### config.mk
export PLATFORM = sky130hd
export DESIGN_NAME = delay_credit_buffer
export DESIGN_NICKNAME = d
export VERILOG_FILES = /design/src/rtl/dcb_pkg.sv /design/src/rtl/dcb_sync_fifo.sv /design/src/rtl/delay_credit_buffer.sv
export SDC_FILE = /design/constraint.sdc
export NUM_CORES = 1
export LEC_CHECK = 0
export CELL_PAD_IN_SITES_DETAIL_PLACEMENT = 0
export CELL_PAD_IN_SITES_GLOBAL_PLACEMENT = 1
export CORE_ASPECT_RATIO = 1.75
export CORE_MARGIN = 3
export CORE_UTILIZATION = 40
export CTS_CLUSTER_DIAMETER = 150
export CTS_CLUSTER_SIZE = 24
export DETAILED_ROUTE_END_ITERATION = 10
export PLACE_DENSITY = 0.63
export SLEW_MARGIN = 20
export SYNTH_ARGS = -nofsm -noshare
export SYNTH_HDL_FRONTEND = slang
export SYNTH_SLANG_ARGS = --single-unit
### constraint.sdc
create_clock -name clk -period 7.1 [get_ports clk]
set_input_delay 1.065 -clock clk [delete_from_list [all_inputs] [get_ports clk]]
set_output_delay 1.065 -clock clk [all_outputs]
set_load 0.02 [all_outputs]
### src/rtl/dcb_pkg.sv
// Shared definitions for the delay credit buffer.
//
// Contents:
//   DcbDefaultN / DcbDefaultNumDelay / DcbDefaultDepth - default data width, chain latency and
//       FIFO depth, reused wherever the upstream delay chain is instantiated.
//   dcb_cnt_width()                                    - width of an occupancy counter that must
//       hold every value from 0 up to and including DEPTH.

package dcb_pkg;

    localparam int unsigned DcbDefaultN        = 32;
    localparam int unsigned DcbDefaultNumDelay = 5;
    localparam int unsigned DcbDefaultDepth    = 8;

    // Counters hold 0..depth inclusive, so size them for depth+1 distinct values.
    function automatic int unsigned dcb_cnt_width(input int unsigned depth);
        return $clog2(depth + 1);
    endfunction

endpackage

### src/rtl/dcb_sync_fifo.sv
// Register-array synchronous FIFO used as the landing buffer behind the delay chain.
//
// Ports:
//   clk      in   clock, rising edge
//   rst      in   asynchronous active-low reset (pointers and count clear)
//   wr_en    in   write wr_data at the tail this cycle (caller guarantees space)
//   wr_data  in   N-bit word to write
//   rd_en    in   drop the head word this cycle (ignored while empty)
//   rd_data  out  head word, combinational read of the array
//   count    out  number of stored words, 0..DEPTH
//   empty    out  count == 0
//
// Pointers wrap by explicit compare, so DEPTH need not be a power of two.

module dcb_sync_fifo
    import dcb_pkg::*;
#(
    parameter int unsigned N     = DcbDefaultN,
    parameter int unsigned DEPTH = DcbDefaultDepth,
    localparam int unsigned CntW = dcb_cnt_width(DEPTH)
) (
    input  logic            clk,
    input  logic            rst,
    input  logic            wr_en,
    input  logic [N-1:0]    wr_data,
    input  logic            rd_en,
    output logic [N-1:0]    rd_data,
    output logic [CntW-1:0] count,
    output logic            empty
);

    localparam int unsigned PtrW = (DEPTH > 1) ? $clog2(DEPTH) : 1;
    localparam logic [PtrW-1:0] LastIdx = PtrW'(DEPTH - 1);

    logic [N-1:0]    mem_q [DEPTH];
    logic [PtrW-1:0] wr_ptr_q, wr_ptr_d;
    logic [PtrW-1:0] rd_ptr_q, rd_ptr_d;
    logic [CntW-1:0] count_q, count_d;
    logic            do_rd;

    assign empty   = (count_q == '0);
    assign count   = count_q;
    assign rd_data = mem_q[rd_ptr_q];
    assign do_rd   = rd_en && !empty;

    always_comb begin
        wr_ptr_d = wr_ptr_q;
        rd_ptr_d = rd_ptr_q;
        count_d  = count_q;

        if (wr_en) begin
            wr_ptr_d = (wr_ptr_q == LastIdx) ? '0 : wr_ptr_q + PtrW'(1);
        end
        if (do_rd) begin
            rd_ptr_d = (rd_ptr_q == LastIdx) ? '0 : rd_ptr_q + PtrW'(1);
        end

        unique case ({wr_en, do_rd})
            2'b10:   count_d = count_q + CntW'(1);
            2'b01:   count_d = count_q - CntW'(1);
            default: count_d = count_q;
        endcase
    end

    always_ff @(posedge clk or negedge rst) begin
        if (!rst) begin
            wr_ptr_q <= '0;
            rd_ptr_q <= '0;
            count_q  <= '0;
        end else begin
            wr_ptr_q <= wr_ptr_d;
            rd_ptr_q <= rd_ptr_d;
            count_q  <= count_d;
        end
    end

    // Storage carries no reset: contents are don't-care until written.
    always_ff @(posedge clk) begin
        if (wr_en) begin
            mem_q[wr_ptr_q] <= wr_data;
        end
    end

endmodule

### src/rtl/delay_credit_buffer.sv
// Output stage behind a fixed-latency, non-stallable delay chain.
//
// Issue into the chain is gated by credits so every word that leaves the chain already owns a
// FIFO slot. A private shift register tracks which chain stages hold real words; arriving words
// land in a FIFO that is presented on a valid/ready master port.
//
// Ports:
//   clk          in   clock, rising edge
//   rst          in   asynchronous active-low reset
//   issue_valid  in   producer offers a word to the chain this cycle
//   issue_ready  out  credit available (from registered state only)
//   pipe_data    in   N-bit output of the delay chain
//   m_valid      out  FIFO not empty
//   m_ready      in   consumer takes the head word
//   m_data       out  head word of the FIFO
//   ovf_err      out  sticky overflow flag, present only when DELAY_CREDIT_BUFFER_OVF_CHECK_EN
//                     is defined; flags an arrival into a full FIFO (chain latency mismatch)
//
// Build option: `define DELAY_CREDIT_BUFFER_OVF_CHECK_EN adds ovf_err and suppresses writes that
// would overflow. Without it the port and the check logic are absent.

module delay_credit_buffer
    import dcb_pkg::*;
#(
    parameter int unsigned N         = DcbDefaultN,
    parameter int unsigned NUM_DELAY = DcbDefaultNumDelay,
    parameter int unsigned DEPTH     = DcbDefaultDepth
) (
    input  logic         clk,
    input  logic         rst,
    input  logic         issue_valid,
    output logic         issue_ready,
    input  logic [N-1:0] pipe_data,
    output logic         m_valid,
    input  logic         m_ready,
    output logic [N-1:0] m_data
`ifdef DELAY_CREDIT_BUFFER_OVF_CHECK_EN
    ,
    output logic         ovf_err
`endif
);

    localparam int unsigned CntW = dcb_cnt_width(DEPTH);
    // One extra bit so inflight + count cannot wrap before the compare.
    localparam int unsigned SumW = CntW + 1;

    logic [NUM_DELAY-1:0] vld_sr_q, vld_sr_d;
    logic [CntW-1:0]      inflight_q, inflight_d;
    logic [CntW-1:0]      count;
    logic                 empty;
    logic                 issue_fire;
    logic                 arrive;
    logic                 pop;
    logic                 fifo_wr;
    logic [SumW-1:0]      used;

    assign issue_fire = issue_valid && issue_ready;
    assign arrive     = vld_sr_q[NUM_DELAY-1];
    assign m_valid    = !empty;
    assign pop        = m_valid && m_ready;

    // Slots already promised: words still in the chain plus words sitting in the FIFO.
    assign used        = SumW'(inflight_q) + SumW'(count);
    assign issue_ready = (used < SumW'(DEPTH));

    always_comb begin
        vld_sr_d    = vld_sr_q;
        vld_sr_d[0] = issue_fire;
        for (int unsigned k = 1; k < NUM_DELAY; k++) begin
            vld_sr_d[k] = vld_sr_q[k-1];
        end
    end

    always_comb begin
        unique case ({issue_fire, arrive})
            2'b10:   inflight_d = inflight_q + CntW'(1);
            2'b01:   inflight_d = inflight_q - CntW'(1);
            default: inflight_d = inflight_q;
        endcase
    end

    always_ff @(posedge clk or negedge rst) begin
        if (!rst) begin
            vld_sr_q   <= '0;
            inflight_q <= '0;
        end else begin
            vld_sr_q   <= vld_sr_d;
            inflight_q <= inflight_d;
        end
    end

`ifdef DELAY_CREDIT_BUFFER_OVF_CHECK_EN
    logic full;
    logic ovf_hit;
    logic ovf_q, ovf_d;

    assign full    = (count == CntW'(DEPTH));
    // A pop in the same cycle frees the slot, so only arrive-into-full-without-pop is fatal.
    assign ovf_hit = arrive && full && !pop;
    assign fifo_wr = arrive && !ovf_hit;
    assign ovf_d   = ovf_q || ovf_hit;
    assign ovf_err = ovf_q;

    always_ff @(posedge clk or negedge rst) begin
        if (!rst) begin
            ovf_q <= 1'b0;
        end else begin
            ovf_q <= ovf_d;
        end
    end
`else
    assign fifo_wr = arrive;
`endif

    dcb_sync_fifo #(
        .N     (N),
        .DEPTH (DEPTH)
    ) u_fifo (
        .clk     (clk),
        .rst     (rst),
        .wr_en   (fifo_wr),
        .wr_data (pipe_data),
        .rd_en   (pop),
        .rd_data (m_data),
        .count   (count),
        .empty   (empty)
    );

endmodule

==> metrics.txt <==
outcome finished clean; Clk Latency, worst-skew pair 0.50 ns; Clock Tree Buf Depth 3; share of cells above drive strength 1 24.6%; reg2reg start inflight_q[1]; Power per Cell Area 380 nW/um2; CTS buffer count 15; CP arrival 3.52 ns; CP Data Required Time 6.03 ns; dpl hpwl 12100 um; Rel. slew slack 30.2%; VDD IR max 0.247 mV; WS Path Type reg2out; first-pass GRT wire length 31600 um; Leak 3.90 nW; drt pass-1 iters 6; placed cells 863; Slew Viols, Final 0; Syn Nets 531; hold path start vld_sr_q[3]; clk sink count 275; Reg2Reg Depth 9; clk root buf clkbuf_16; most common cell after layout, fill and taps aside edfxtp_1; boundary pin count 70; reg-to-reg slack, setup 3.77 ns; Final nets 607; gpl congestion 0.688; Rows 79; DRT antenna net count 0; RSZ-0062 raised after global routing false; setup TNS 0 ns; area of the core 26600 um2; drt first-iter violations 295; multi-input combinational cell area 2520 um2; # setup viols final 0; fin crit period 4.58 ns; commonest non-fill, non-tap cells in the layout edfxtp_1 (256), clkdlybuf4s50_1 (69), mux4_2 (59), mux2_2 (38), dfrtp_1 (16); vias in the first global route 5271; register bit total from synthesis 275; largest net degree at the start of global routing 55; Port Buffers 69; Worst setup EP type primary output; Worst R2R End inflight_q[3]; Final Util 46.4%; Max Cap Viol 0; Syn Std Cell Area 10800 um2; Post-CTS Setup Repair Bufs 0; achievable clock frequency 218 MHz; Cell Area, Placed 11900 um2; number of vias per cell 5.38; drt wl/cell 23.3 um; Reg area 8170 um2; synth warn 0; Design Area, Final 12300 um2; die span in y 223 um; Remaining DRCs 0; Distinct cells, synth 36; period utilization 64.6%; Critical Path Start u_fifo.rd_ptr_q[0]; Seq/Total Area, Yosys 75.5%; initial antenna violation count 1; PostCTS Resize Cnt 0; final setup skew 0.0170 ns; DIE AREA 29100 um2; Worst-Margin Slew 1.05 ns; Area Growth Syn to Fin 14.2%; Overall Power 4.69 mW; Die W 130 um; hold-fix buffers at CTS 0; fillcell total 2208; final global-route overflow total 0; CTS H-tree depth 1; Finished Layout Cells 889; Vias 4783; Routed WL 20700 um; Worst-path clk slew 0.09 ns; ant diodes 0; Mapped Avg Cell Area 22.5 um2; Initial Util 40.6%; CTS tree done; Post-Synthesis Cells 480; Final Hold Vio Count 0; hold path depth 0; gr usage total 14.6%; Critical Path Source Type flop; CP max FO 42; WHS Endpoint vld_sr_q[4]; worst min-delay path class reg2reg
## worst max-delay path: stages, from the launching register on
cell and delay, ns:
dfrtp_4 0.74, buf_4 0.76, mux4_1 0.64, mux2_2 0.31
clkdlybuf4s50_1 0.55
## logic make-up (layout without fill, tap and decap cells)
| kind of cell | after synthesis | after routing | synth area share, % |
|---|---|---|---|
| flip-flops | 275 | 275 | 75.5 |
| multiplexers | 103 | 103 | 17.6 |
| AND/OR/NAND/NOR | 35 | 35 | 1.77 |
| buffers and inverters | 30 | 115 | 1.60 |
| AO/OA/AOI/OAI | 18 | 18 | 1.32 |
| adder cells (fa/ha/maj) | 15 | 15 | 1.88 |
| XOR/XNOR | 4 | 4 | 0.324 |
## how the worst max path moves through the flow
stage                         end  slack (ns)  cells past startpoint
floorplan           inflight_q[3]        3.72                      9
global placement        m_data[0]        2.94                      4
detailed placement      m_data[0]        2.92                      4
CTS                     m_data[0]        2.37                      4
global route            m_data[0]        2.21                      4
finish                  m_data[0]        2.52                      4
## per-layer routing
layer / vias to the layer above / GRT usage, % / share of wire, %
met2: 93 / 27.3 / 56
met4: 2 / 3.66 / 1.4
met5: - / 0 / 0.063
met3: 15 / 2.30 / 4.6
met1: 2540 / 17.3 / 38
li1: 2133 / - / -
## area by class of cell
cell class / instances / area share [%]
tap: 324 / 3.29
clock buffer: 24 / 3.32
multi-input combinational: 175 / 20.5
clock inverter: 2 / 0.203
inverter: 10 / 0.304
sequential: 275 / 66.2
timing repair buffer: 79 / 6.21
## per-stage QoR
step	setup slack, ns	hold slack, ns
finish	2.52	0.348
CTS	2.37	0.356
detailed placement	2.92	0.337
global route	2.21	0.360
floorplan	3.72	0.331
global placement	2.94	0.337
## state kept, by name, indices dropped and copies added, names as in the netlist
signal,cells
u_fifo.mem_q,256
vld_sr_q,5
inflight_q,4
u_fifo.count,4
u_fifo.rd_ptr_q,3
u_fifo.wr_ptr_q,3
## synth_stat cells
| cell | n | area, um2 |
|---|---|---|
| a2111o_1 | 2 | 22.5 |
| a2111oi_2 | 1 | 15.0 |
| a21o_1 | 1 | 7.51 |
| a21oi_1 | 4 | 20.0 |
| a31o_2 | 1 | 8.76 |
| and2_1 | 1 | 6.26 |
| buf_1 | 4 | 15.0 |
| buf_12 | 2 | 40.0 |
| buf_2 | 3 | 15.0 |
| buf_6 | 3 | 33.8 |
| clkbuf_1 | 7 | 26.3 |
| clkbuf_2 | 1 | 5.00 |
| dfrtp_1 | 19 | 475 |
| edfxtp_1 | 256 | 7690 |
| fa_1 | 2 | 40.0 |
| ha_1 | 13 | 163 |
| inv_1 | 10 | 37.5 |
| mux2_2 | 38 | 428 |
| mux2i_1 | 1 | 10.0 |
| mux4_1 | 5 | 131 |
| mux4_2 | 59 | 1330 |
| nand2_1 | 7 | 26.3 |
| nand2b_1 | 4 | 25.0 |
| nand3_1 | 4 | 20.0 |
| nor2_1 | 7 | 26.3 |
| nor3_1 | 3 | 15.0 |
| nor3b_1 | 6 | 45.0 |
| o211ai_1 | 2 | 15.0 |
| o21ai_0 | 4 | 20.0 |
| o311ai_0 | 2 | 17.5 |
| o41ai_2 | 1 | 16.3 |
| or4_1 | 1 | 7.51 |
| or4b_1 | 1 | 10.0 |
| or4b_2 | 1 | 10.0 |
| xnor2_1 | 2 | 17.5 |
| xor2_1 | 2 | 17.5 |
## power by group
part	switching, mW	total (mW)	internal [mW]	leakage (nW)
sequential	0.185	2.13	1.95	2.54
combinational	0.784	1.67	0.882	1.15
clock	0.488	0.896	0.407	0.207
total	1.46	4.69	3.24	3.90
(Power assumes the default switching activity.)
